`src/rtl/cpu_ctrl_pkg.sv`:
```
// Shared definitions for the CPU control sequencer: state encodings,
// decoder op_class values and the wait-counter width helper.
package cpu_ctrl_pkg;

  // Controller states; the encoding is visible on the debug state port.
  typedef enum logic [2:0] {
    ST_IDLE    = 3'd0,
    ST_FETCH   = 3'd1,
    ST_DECODE  = 3'd2,
    ST_EXECUTE = 3'd3,
    ST_MEM     = 3'd4,
    ST_WB      = 3'd5,
    ST_HALT    = 3'd6,
    ST_ERROR   = 3'd7
  } state_t;

  // Decoder instruction classes; 6 and 7 are illegal.
  localparam logic [2:0] OP_ALU    = 3'd0;
  localparam logic [2:0] OP_LOAD   = 3'd1;
  localparam logic [2:0] OP_STORE  = 3'd2;
  localparam logic [2:0] OP_BRANCH = 3'd3;
  localparam logic [2:0] OP_JUMP   = 3'd4;
  localparam logic [2:0] OP_HALT   = 3'd5;

  // Bits needed to count 0..timeout-1 (at least one bit).
  function automatic int wait_cnt_width(input int timeout);
    return (timeout > 1) ? $clog2(timeout) : 1;
  endfunction

endpackage

```
`src/rtl/mem_wait_timer.sv`:
```
// Memory-request wait counter shared by the fetch and data-memory phases.
// timeout is high while the counter sits on its last allowed cycle, so an
// ack can still be accepted in that cycle by the caller.
module mem_wait_timer
  import cpu_ctrl_pkg::*;
#(
  parameter int TIMEOUT = 16
) (
  input  logic clock,
  input  logic reset,
  input  logic clear,
  input  logic enable,
  output logic timeout
);

  localparam int CW = wait_cnt_width(TIMEOUT);
  localparam logic [CW-1:0] LAST = CW'(TIMEOUT - 1);

  logic [CW-1:0] count_reg;

  // Count waiting cycles; clear has priority and the count holds at LAST.
  always_ff @(posedge clock) begin
    if (reset) begin
      count_reg <= '0;
    end else if (clear) begin
      count_reg <= '0;
    end else if (enable && (count_reg != LAST)) begin
      count_reg <= count_reg + 1'b1;
    end
  end

  assign timeout = (count_reg == LAST);

endmodule

```
`src/rtl/cpu_sequencer.sv`:
```
// Multi-cycle control FSM for the cpu_module datapath. Sequences fetch,
// decode, execute, memory and writeback, handshakes with instruction and
// data memory, and counts retired instructions (saturating).
module cpu_sequencer
  import cpu_ctrl_pkg::*;
#(
  parameter int CNT_W   = 16,
  parameter int TIMEOUT = 16
) (
  input  logic             clock,
  input  logic             reset,
  input  logic             start,
  output logic             imem_req,
  input  logic             imem_ack,
  output logic             ir_we,
  input  logic [2:0]       op_class,
  input  logic             branch_taken,
  output logic             alu_en,
  output logic             dmem_req,
  output logic             dmem_we,
  input  logic             dmem_ack,
  output logic             rf_we,
  output logic             pc_inc,
  output logic             pc_load,
  output logic             halted,
  output logic             error,
  output logic [2:0]       state,
  output logic [CNT_W-1:0] retired
);

  state_t           state_reg;
  state_t           state_next;
  logic             retire;
  logic             timer_clear;
  logic             timer_en;
  logic             timed_out;
  logic [CNT_W-1:0] retired_reg;

  mem_wait_timer #(
    .TIMEOUT(TIMEOUT)
  ) u_timer (
    .clock  (clock),
    .reset  (reset),
    .clear  (timer_clear),
    .enable (timer_en),
    .timeout(timed_out)
  );

  // Next-state and Mealy outputs: strobes depend on state plus handshake
  // inputs so that, e.g., ir_we coincides with the imem_ack cycle.
  always_comb begin
    state_next = state_reg;
    imem_req   = 1'b0;
    ir_we      = 1'b0;
    alu_en     = 1'b0;
    dmem_req   = 1'b0;
    dmem_we    = 1'b0;
    rf_we      = 1'b0;
    pc_inc     = 1'b0;
    pc_load    = 1'b0;
    halted     = 1'b0;
    error      = 1'b0;
    retire     = 1'b0;
    case (state_reg)
      ST_IDLE: begin
        if (start) state_next = ST_FETCH;
      end
      ST_FETCH: begin
        imem_req = 1'b1;
        if (imem_ack) begin
          ir_we      = 1'b1;
          state_next = ST_DECODE;
        end else if (timed_out) begin
          state_next = ST_ERROR;
        end
      end
      ST_DECODE: begin
        case (op_class)
          OP_HALT:      state_next = ST_HALT;
          3'd6, 3'd7:   state_next = ST_ERROR;
          default:      state_next = ST_EXECUTE;
        endcase
      end
      ST_EXECUTE: begin
        alu_en = 1'b1;
        case (op_class)
          OP_ALU:           state_next = ST_WB;
          OP_LOAD, OP_STORE: state_next = ST_MEM;
          OP_BRANCH: begin
            pc_load    = branch_taken;
            pc_inc     = ~branch_taken;
            retire     = 1'b1;
            state_next = ST_FETCH;
          end
          OP_JUMP: begin
            pc_load    = 1'b1;
            rf_we      = 1'b1;  // link register write
            retire     = 1'b1;
            state_next = ST_FETCH;
          end
          // Unreachable when op_class is held stable from DECODE.
          default:          state_next = ST_ERROR;
        endcase
      end
      ST_MEM: begin
        dmem_req = 1'b1;
        dmem_we  = (op_class == OP_STORE);
        if (dmem_ack) begin
          if (op_class == OP_STORE) begin
            pc_inc     = 1'b1;
            retire     = 1'b1;
            state_next = ST_FETCH;
          end else begin
            state_next = ST_WB;
          end
        end else if (timed_out) begin
          state_next = ST_ERROR;
        end
      end
      ST_WB: begin
        rf_we      = 1'b1;
        pc_inc     = 1'b1;
        retire     = 1'b1;
        state_next = ST_FETCH;
      end
      ST_HALT:  halted = 1'b1;
      ST_ERROR: error  = 1'b1;
      default:  state_next = ST_IDLE;
    endcase
  end

  // Wait timer control: restart on entry to a request state, count while
  // a request is outstanding without ack.
  always_comb begin
    timer_clear = ((state_next == ST_FETCH) || (state_next == ST_MEM)) &&
                  (state_next != state_reg);
    timer_en    = (imem_req && !imem_ack) || (dmem_req && !dmem_ack);
  end

  // State register; reset drops any outstanding request.
  always_ff @(posedge clock) begin
    if (reset) begin
      state_reg <= ST_IDLE;
    end else begin
      state_reg <= state_next;
    end
  end

  // Retired-instruction counter, saturating at all-ones.
  always_ff @(posedge clock) begin
    if (reset) begin
      retired_reg <= '0;
    end else if (retire && (retired_reg != {CNT_W{1'b1}})) begin
      retired_reg <= retired_reg + 1'b1;
    end
  end

  assign state   = state_reg;
  assign retired = retired_reg;

endmodule

```
`config.mk`:
```
export PLATFORM = sky130hd
export DESIGN_NAME = cpu_sequencer
export DESIGN_NICKNAME = d
export VERILOG_FILES = /design/src/rtl/cpu_ctrl_pkg.sv /design/src/rtl/mem_wait_timer.sv /design/src/rtl/cpu_sequencer.sv
export SDC_FILE = /design/constraint.sdc
export NUM_CORES = 1
export LEC_CHECK = 0
export ABC_CLOCK_PERIOD_IN_PS = 1600
export BUFFER_PORTS_ARGS = -buffer_cell sky130_fd_sc_hd__buf_2
export CORE_ASPECT_RATIO = 2
export CORE_MARGIN = 2
export CORE_UTILIZATION = 40
export DETAILED_ROUTE_END_ITERATION = 8
export GPL_TIMING_DRIVEN = 0
export PLACE_DENSITY = 0.67
export SYNTH_ARGS = -nofsm -noshare
export SYNTH_HDL_FRONTEND = slang
export SYNTH_SLANG_ARGS = --single-unit
```
`constraint.sdc`:
```
create_clock -name clock -period 1.6 [get_ports clock]
set_input_delay 0.08 -clock clock [delete_from_list [all_inputs] [get_ports clock]]
set_output_delay 0.08 -clock clock [all_outputs]
set_load 0.02 [all_outputs]
```
==> summary.txt, run 1 <==
Global routing
  – Via count of the first global-routing pass: 1471
  – Grt total ovfl: 0
  – Total track usage: 0.206
  – Initial antenna violation count: 0
  – Largest net degree at the start of global routing: 15
  – First-pass GRT wire length: roughly 6400 µm

Floorplan
  – Die Wd: roughly 46 µm
  – Placeable Area: ~3400 µm²
  – Die area: between 4000 and 5000 µm²
  – Die height: between 80 and 90 µm
  – Num rows: 30
  – Initial Utilization: 0.418
  – IO Pins: 38

Yosys
  – Synth async-reset ratio: 0
  – Syn Nets: 180
  – Synth Warn #: 0
  – Sequential element share of the synthesized area: 0.326
  – Synth Instances: 169
  – Post-synth EDFFs: 0
  – #FFs+latches synth: 23
  – Syn Area/Cell: roughly 8.4 µm²
  – Post-Syn Area: between 1000 and 1500 µm²
  – Main synth FF type: dfxtp_1
  – Post-synth cell types: 48

CTS
  – Insertion delay of the later-clocked pin in the worst-skew pair: between 200 and 300 ps
  – Worst-path clk slew: 80 ps
  – CTS Sinks: 23
  – Hold-fix buffers, CTS: 0
  – Clock Path Buffers: 2
  – CTS buffer count: 3
  – H-tree levels: 1
  – CTS tree: done
  – Clock root cell: clkbuf_8

Setup path
  – Delay-heaviest family, CP: simple AND/OR/NAND/NOR gates
  – Critical Path End Type: flip-flop
  – CP Capture Point: retired[10]$_SDFFE_PP0P_
  – Worst setup SP type: flip-flop
  – RR Endpoint: retired[10]$_SDFFE_PP0P_
  – Critical Path Max Stage Delay: between 400 and 500 ps
  – Crit-path cells: buf_6 -> nand3b_1 -> a21oi_4 -> o22ai_4 -> or4_4 -> a21oi_2
  – FF-to-FF setup slack: -160 ps
  – Crit. Startpoint: state[0]$_SDFF_PP0_
  – CP max stage cell: or4_4
  – Worst path arrival time: a little under 2000 ps
  – Stages on the worst setup path: 6
  – RR Startpoint: state[0]$_SDFF_PP0_
  – CP bufs+invs: 1
  – CP Class: flip-flop to flip-flop
  – Worst Path Max Fanout: 6
  – R2R cell count: 6
  – CP Data Required Time: roughly 1800 ps

Detailed routing
  – Final wirelength: roughly 4000 µm
  – Via density: between 6 and 7
  – Number of DRC markers in iteration 0: 27
  – Drc violations: 0
  – Router iterations before antenna repair: 4
  – WL per Instance: 15.8 µm
  – Routed Antenna Nets: 0
  – Vias: 1531

Final layout
  – Final Util: 0.607
  – N_diodes: 0
  – Share of layout cells above drive strength 1: 0.482
  – Fin nets: 232
  – Area growth, synth to finish: 45.3%
  – Largest register FFs: 16

STA
  – Final Cycle Share: 1.10
  – RSZ-0062 raised after global routing: yes
  – Final setup fails: 21
  – Slew headroom: 0.660
  – Max Clk Rate: between 500 and 600 MHz
  – Final Max Tran Viols: 0
  – Measured slew at the worst slew-check pin: approximately 510 ps
  – Worst setup margin: -158 ps
  – Clock period minus worst slack: about 1800 ps
  – Setup TNS Final: -2060 ps
  – Worst hold margin: 58.7 ps
  – Final Hold Fails: 0
  – Clk_skew: about 1.2 ps

Pwr
  – Max VDD drop: approximately 0.00055 V
  – Leakage: approximately 0.84 nW
  – Pwr per Cell Area: between 600 and 700 nW/µm²

Status
  – Failing checks: negative setup slack
  – Status: finished with violations

Placed design
  – GPL Wtd Cong: 0.765
  – Pre-CTS WS: -199 ps
  – Port-buffer cells: 35
  – Hpwl dp: just under 3000 µm

Worst hold path
  – Worst hold path class: input port to flip-flop

Flow run
  – Max_cap viols: 0
## worst register-to-register path, stage by stage (launching register included)
cell and delay (ps):
dfxtp_4 360, buf_6 120, nand3b_1 210, a21oi_4 300
o22ai_4 140, or4_4 430, a21oi_2 130
## synthesized netlist by cell type, types with 2 or more instances
library cell  number  area share
buf_2              5       0.018
xor2_1             3       0.019
mux2i_1            2       0.014
nor4_1             4       0.018
or2_2              2      0.0089
inv_1              8       0.021
dfxtp_1           23        0.33
nor4b_1            2       0.012
nor4b_2            2       0.021
and3_1             5       0.022
or4_1              4       0.021
nand3b_1           2       0.011
nor3b_1            3       0.016
o21ba_2            2       0.014
nor2_1            10       0.027
xnor2_1            3       0.019
clkbuf_1           2      0.0053
nand4_1            4       0.018
nand2_1            9       0.024
ha_1               2       0.018
and4_1             2       0.012
nor3_1             4       0.014
nor2b_1            4       0.018
o21a_1             2       0.011
o31ai_1            2       0.011
a21oi_1           14       0.050
o21ai_0            9       0.032
nand2b_1           2      0.0089
nand3_1            8       0.028
or3_1              7       0.031
## cell type report
class / count / area, µm²
clock inverters: 1 / 7.51
flip-flops and latches: 23 / 480
fillers: 310 / 1330
plain buffers: 8 / 65.1
multi-input cells: 131 / 1120
repair buffers: 46 / 272
clock buffers: 3 / 41.3
well taps: 32 / 40.0
inverters: 8 / 30.0
## metal layers
layer	track usage	routed length, µm	up-vias
li1	-	-	746
met1	0.197	1390	732
met2	0.412	2380	45
met3	0.0165	134	8
met4	0.0779	91	0
met5	0	0	-
## stage by stage
| stage | cell area (µm²) | total power, mW | std cells |
|---|---|---|---|
| floorplan | 1500 | 0.807 | 169 |
| global placement | 1720 | 0.866 | 236 |
| detailed placement | 1720 | 0.874 | 236 |
| CTS | 1930 | 1.29 | 249 |
| global route | 2050 | 1.35 | 252 |
| finish | 2050 | 1.29 | 252 |
## how the worst min path moves through the flow
stage | startpoint | endpoint | slack (ps) | cells after the start
after floorplan | reset | state[2]$_SDFF_PP0_ | 140 | 1
after global placement | reset | state[2]$_SDFF_PP0_ | 320 | 2
after detailed placement | reset | state[2]$_SDFF_PP0_ | 340 | 2
after CTS | reset | state[2]$_SDFF_PP0_ | 50 | 2
after global routing | reset | state[2]$_SDFF_PP0_ | 60 | 2
final | reset | state[2]$_SDFF_PP0_ | 60 | 2
## where the power goes
group          switching (mW)  internal [mW]  total, mW
logic                   0.183          0.146      0.329
clock network           0.186          0.176      0.362
registers              0.0174          0.584      0.602
total                   0.386          0.906       1.29
## cells in the final DEF (no fill, tap or decap), types with 3 or more instances in the layout
cell type,n
a21oi_1,12
and3_1,5
buf_2,35
buf_4,10
buf_6,7
clkbuf_8,3
dfxtp_1,13
dfxtp_2,7
dfxtp_4,3
inv_1,8
nand2_1,7
nand3_1,5
nand3_2,3
nand4_1,4
nor2_1,9
nor2b_1,4
nor3_1,3
nor4_1,3
nor4b_4,4
o21ai_0,7
o21ai_1,3
or3_1,6
xor2_1,3
## repair_timing
action / CTS / global route
resized for setup: 18 / 25
pin swaps: 12 / 9
endpoints found under the setup margin: 20 / 22
cloned: 1 / 1
setup buffers: 8 / 3
## cells by family after synthesis
group	synth area share
AOI/OAI and AO/OA	0.198
DFF	0.326
xor gates and xnor gates	0.0372
and+or+nand+nor	0.355
adders and majority gates	0.0177
buffers and inverters	0.0523
muxes	0.0142
No activity file was read; power rests on OpenSTA's default activity.
==> run 2, diff against run 1 <==
--- a/config.mk
+++ b/config.mk
@@ -13,6 +13,7 @@
 export DETAILED_ROUTE_END_ITERATION = 8
 export GPL_TIMING_DRIVEN = 0
 export PLACE_DENSITY = 0.67
+export SETUP_SLACK_MARGIN = 0.15
 export SYNTH_ARGS = -nofsm -noshare
 export SYNTH_HDL_FRONTEND = slang
 export SYNTH_SLANG_ARGS = --single-unit
==> summary.txt, run 2 (same netlist as run 1, synthesis figures left out) <==
STA
  – Final Max Tran Viols: 0
  – Max Clk Rate: roughly 570 MHz
  – Final Hold Fails: 0
  – Final setup fails: 16
  – Clk_skew: 2.68 ps
  – Worst hold margin: 42.9 ps
  – Measured slew at the worst slew-check pin: 490 ps
  – Clock period minus worst slack: 1760 ps
  – RSZ-0062 raised after global routing: yes
  – Worst setup margin: -165 ps
  – Final Cycle Share: 1.10
  – Setup TNS Final: -1300 ps
  – Slew headroom: 0.673

Final layout
  – Area growth, synth to finish: 61.9%
  – N_diodes: 0
  – Share of layout cells above drive strength 1: 0.575
  – Fin nets: around 250
  – Largest register FFs: 16
  – Sequential Area: 488 µm²
  – Most common cell after layout, fill and taps aside: buf_2
  – Fillers: 244
  – Area of the multi-input gates: ~1200 µm²
  – Most frequent cells in the layout: 29 x buf_2, 21 x buf_4, 12 x buf_6
  – Post-layout instance area: 2290 µm²

Setup path
  – CP Class: flip-flop to flip-flop
  – Worst path arrival time: approximately 1900 ps
  – RR Startpoint: state[0]$_SDFF_PP0_
  – Critical Path End Type: flip-flop
  – R2R cell count: 8
  – FF-to-FF setup slack: -160 ps
  – CP Data Required Time: 1750 ps
  – RR Endpoint: u_timer.count_reg[2]$_SDFFE_PP0P_
  – Worst setup SP type: flip-flop
  – Worst Path Max Fanout: 6

Global routing
  – Via count of the first global-routing pass: ~1500
  – Total track usage: 0.230
  – Grt total ovfl: 0
  – Largest net degree at the start of global routing: 15
  – First-pass GRT wire length: 6850 µm
  – Initial antenna violation count: 0

Detailed routing
  – WL per Instance: around 17 µm
  – Final wirelength: 4540 µm
  – Drc violations: 0
  – Via density: approximately 6.0
  – Router iterations before antenna repair: 4
  – Number of DRC markers in iteration 0: 39
  – Vias: 1585
  – Routed Antenna Nets: 0

Placed design
  – Port-buffer cells: 35
  – Placed Area: 1730 µm²
  – Pre-CTS WS: -207 ps
  – Hpwl dp: between 2000 and 3000 µm
  – GPL Wtd Cong: between 0.8 and 0.9

CTS
  – CTS Sinks: 23
  – H-tree levels: 1
  – CTS tree: done
  – Insertion delay of the later-clocked pin in the worst-skew pair: 270 ps
  – Clock root cell: clkbuf_8
  – Clock Path Buffers: 2
  – CTS buffer count: 3
  – Worst-path clk slew: roughly 80 ps
  – Hold-fix buffers, CTS: 0

Status
  – Failing checks: negative setup slack
  – Status: finished with violations

Pwr
  – Sw Ratio: 0.312
  – Leakage: around 0.92 nW
  – Combinational power share: 0.313
  – Flop pwr share: 0.423
  – Max VDD drop: just over 0.0005 V
  – P_int: ~0.98 mW
  – Switching power: approximately 0.44 mW
  – Pwr per Cell Area: a little over 600 nW/µm²
  – Total power: around 1.4 mW
  – Clock share of power: 0.264

Floorplan
  – Initial Utilization: 0.418
  – IO Pins: 38
  – Num rows: 30
  – Die Wd: 46.0 µm
  – Placeable Area: around 3400 µm²
  – Die area: 4050 µm²
  – Die height: 88.0 µm

Worst hold path
  – Worst hold path class: input port to flip-flop
  – Hold_sp: reset
  – Hold Path Sink: state[2]$_SDFF_PP0_
  – Worst hold path depth: 2

Flow run
  – Max_cap viols: 0
## run 2: power groups by stage
stage	Sequential, mW	Combinational, mW	Clock, mW
final	0.601	0.444	0.375
after global routing	0.603	0.468	0.409
after CTS	0.599	0.383	0.383
after detailed placement	0.617	0.257	0
after global placement	0.616	0.248	0
after floorplan	0.624	0.181	0
## run 2: through the flow
| stage | util | std cells |
|---|---|---|
| finish | 0.677 | 265 |
| global route | 0.677 | 265 |
| CTS | 0.629 | 258 |
| detailed placement | 0.513 | 236 |
| global placement | 0.513 | 236 |
| floorplan | - | 169 |
## run 2: area by class of cell
cell class,instances,share of cell area
buffer,8,0.0317
sequential,23,0.213
clock inverter,1,0.00328
inverter,8,0.0131
multi-input combinational,131,0.518
clock buffer,3,0.0181
tap,32,0.0175
timing repair buffer,59,0.185
## run 2: timing repair
action	in CTS	in global routing
setup buffers	16	7
setup endpoints to repair	26	29
gates cloned	2	0
pin swaps	24	13
gates resized for setup	40	33
## run 2: critical path, stage by stage, from the launching register on
cell	delay (ps)
dfxtp_4	360
buf_8	130
nand3b_1	180
buf_6	140
a21oi_4	40
o41ai_4	300
buf_4	170
and4_4	260
nor4_2	60
## run 2: layer usage
metal  vias up  GRT usage  wire length (µm)
li1        766          -                 -
met1       768      0.211              1550
met2        40      0.470              2780
met3        11     0.0144               103
met4         0     0.0883               111
met5         -          0                 0
## run 2: worst max path at each step
stage | endpoint | start | slack (ps) | depth (start not counted)
global placement | u_timer.count_reg[1]$_SDFFE_PP0P_ | state[2]$_SDFF_PP0_ | -190 | 6
floorplan | u_timer.count_reg[0]$_SDFFE_PP0P_ | state[0]$_SDFF_PP0_ | -20 | 6
finish | u_timer.count_reg[2]$_SDFFE_PP0P_ | state[0]$_SDFF_PP0_ | -160 | 8
CTS | u_timer.count_reg[0]$_SDFFE_PP0P_ | state[0]$_SDFF_PP0_ | -180 | 7
detailed placement | u_timer.count_reg[2]$_SDFFE_PP0P_ | state[0]$_SDFF_PP0_ | -210 | 6
global route | u_timer.count_reg[1]$_SDFFE_PP0P_ | state[0]$_SDFF_PP0_ | -230 | 8
==> run 3, diff against run 2 <==
--- a/config.mk
+++ b/config.mk
@@ -12,8 +12,9 @@
 export CORE_UTILIZATION = 40
 export DETAILED_ROUTE_END_ITERATION = 8
 export GPL_TIMING_DRIVEN = 0
-export PLACE_DENSITY = 0.67
+export PLACE_DENSITY = 0.66
 export SETUP_SLACK_MARGIN = 0.15
 export SYNTH_ARGS = -nofsm -noshare
 export SYNTH_HDL_FRONTEND = slang
+export SYNTH_HIERARCHICAL = 1
 export SYNTH_SLANG_ARGS = --single-unit
==> summary.txt, run 3 <==
Final layout
  – Most common cell after layout, fill and taps aside: buf_4
  – Most frequent cells in the layout: 40 x buf_4, 31 x buf_2, 15 x buf_6
  – Area growth, synth to finish: 68.2%
  – Final Non-Filler Cells: a little over 300
  – Largest register FFs: 16
  – N_diodes: 0
  – Final Util: 0.693
  – Post-layout instance area: between 2000 and 2500 µm²
  – Fin nets: 270
  – Share of layout cells above drive strength 1: 0.640

Floorplan
  – Initial Utilization: 0.412
  – Die area: roughly 4200 µm²
  – Die Wd: between 40 and 50 µm
  – IO Pins: 38
  – Die height: between 90 and 100 µm
  – Num rows: 31
  – Placeable Area: ~3600 µm²

Detailed routing
  – Drc violations: 0
  – WL per Instance: 15.6 µm
  – Number of DRC markers in iteration 0: between 50 and 60
  – Routed Antenna Nets: 0
  – Vias: ~1700
  – Via density: 5.58
  – Router iterations before antenna repair: 5
  – Final wirelength: roughly 4800 µm

Pwr
  – P_int: 0.932 mW
  – Switching power: about 0.44 mW
  – Pwr per Cell Area: about 550 nW/µm²
  – Combinational power share: 0.305
  – Total power: about 1.4 mW
  – Clock share of power: 0.266
  – Flop pwr share: 0.428
  – Leakage: between 1 and 1.5 nW
  – Max VDD drop: 0.000578 V
  – Sw Ratio: 0.322

Yosys
  – Synth Area in Adders: 0.0168
  – Post-synth EDFFs: 0
  – Sequential element share of the synthesized area: 0.310
  – Portion of netlist area occupied by mux cells: 0.00674
  – Synth async-reset ratio: 0
  – Syn Area/Cell: 8.49 µm²
  – Top post-synthesis cells by area: dfxtp_1 31%, a21oi_1 5.1%, nor2_1 4.3%, buf_6 3.0%, xnor2_1 2.9%
  – Most common cell in the netlist: dfxtp_1
  – Top cell type's share of synthesized area: 0.310
  – #FFs+latches synth: 23
  – Synth area leader: dfxtp_1
  – Post-Synth XOR/XNOR Area: 0.0472
  – Post-Syn Area: 1490 µm²
  – Post-Synth Simple-Gate Area: 0.311
  – Synth Warn #: 6
  – Compound-Gate Fraction of Synth Area: 0.243
  – Syn Nets: 186
  – Post-synth cell types: 54
  – Synth Instances: 175
  – Largest family of logic cells by synthesized area: simple AND/OR/NAND/NOR gates
  – Commonest cells post-synth: 23 x dfxtp_1, 17 x nor2_1, 15 x a21oi_1, 10 x nand2_1, 8 x nand3_1
  – Main synth FF type: dfxtp_1

Setup path
  – Worst Path Max Fanout: 5
  – Critical Path End Type: flip-flop
  – FF-to-FF setup slack: -270 ps
  – Worst path arrival time: 2030 ps
  – CP Data Required Time: about 1800 ps
  – Worst setup SP type: flip-flop
  – CP Class: flip-flop to flip-flop
  – R2R cell count: 10

CTS
  – CTS tree: done
  – Insertion delay of the later-clocked pin in the worst-skew pair: between 200 and 300 ps
  – Hold-fix buffers, CTS: 0
  – Clock root cell: clkbuf_8
  – CTS Sinks: 23
  – H-tree levels: 1
  – Clock Path Buffers: 2
  – Worst-path clk slew: roughly 90 ps
  – CTS buffer count: 3

STA
  – Setup TNS Final: -1800 ps
  – Slew headroom: 0.613
  – Max Clk Rate: about 540 MHz
  – Clock period minus worst slack: between 1500 and 2000 ps
  – Final Cycle Share: 1.17
  – Clk_skew: about 7.3 ps
  – Measured slew at the worst slew-check pin: between 500 and 600 ps
  – Worst hold margin: approximately 68 ps
  – Final setup fails: 15
  – Final Hold Fails: 0
  – Final Max Tran Viols: 0
  – Worst setup margin: -267 ps
  – RSZ-0062 raised after global routing: yes

Placed design
  – Hpwl dp: 3000 µm
  – Placed Area: 1860 µm²
  – Pre-CTS WS: -394 ps
  – GPL Wtd Cong: 0.938
  – Placed cell count: around 260
  – Port-buffer cells: 34

Worst hold path
  – Worst hold path depth: 2
  – Worst hold path class: input port to flip-flop

Global routing
  – Total track usage: 0.232
  – Via count of the first global-routing pass: between 1500 and 2000
  – Initial antenna violation count: 0
  – First-pass GRT wire length: 7450 µm
  – Grt total ovfl: 0
  – Largest net degree at the start of global routing: 14

Flow run
  – Max_cap viols: 0

Status
  – Failing checks: negative setup slack
  – Status: finished with violations
[run 3: layout make-up]
class,count,area [µm²]
flip-flops and latches,23,514
multi-input cells,136,1180
plain buffers,10,97.6
repair buffers,79,566
clock inverters,1,5.00
clock buffers,3,41.3
fillers,293,1110
well taps,49,61.3
inverters,6,30.0
[run 3: power groups by stage]
| stage | clock (mW) | sequential (mW) | combinational [mW] |
|---|---|---|---|
| after global placement | 0 | 0.610 | 0.291 |
| after detailed placement | 0 | 0.611 | 0.298 |
| after floorplan | 0 | 0.621 | 0.210 |
| final | 0.366 | 0.589 | 0.420 |
| after global routing | 0.394 | 0.591 | 0.449 |
| after CTS | 0.377 | 0.587 | 0.385 |
[run 3: cells by family after synthesis]
family / Yosys count
AND/OR/NAND/NOR: 75
XOR/XNOR: 8
multiplexers: 1
buffers and inverters: 16
adder cells (fa/ha/maj): 2
flip-flops: 23
AO/OA/AOI/OAI: 50
[run 3: timing repair]
item | 4_1_cts | 5_1_grt
gates resized for setup | 29 | 35
pin swaps | 23 | 18
gates cloned | 1 | 0
setup endpoints to repair | 20 | 26
setup buffers | 35 | 9
[run 3: worst paths after layout]
| check | startpoint | endpoint |
|---|---|---|
| max reg2reg | u_timer/count_reg[0]$_SDFFE_PP0P_ | u_timer/count_reg[0]$_SDFFE_PP0P_ |
| min reg2reg | u_timer/count_reg[3]$_SDFFE_PP0P_ | u_timer/count_reg[3]$_SDFFE_PP0P_ |
| min | reset | u_timer/count_reg[3]$_SDFFE_PP0P_ |
| max | u_timer/count_reg[0]$_SDFFE_PP0P_ | u_timer/count_reg[0]$_SDFFE_PP0P_ |
[run 3: critical path, cell delays in order (launching register included)]
cell and delay, ps:
dfxtp_2 370, ha_4 160, nand3_4 80, inv_4 100, nor4_2 40, o32a_1 380
xor2_1 190, nor2_2 200, nor2_4 70, o211ai_1 90, nand2_1 90
[run 3: per-layer routing]
layer  part of all wire  GRT usage  wire [µm]
met5                  0          0          0
met4              0.028      0.139        134
met3              0.023     0.0201        110
met2               0.61      0.413       2910
met1               0.34      0.236       1640
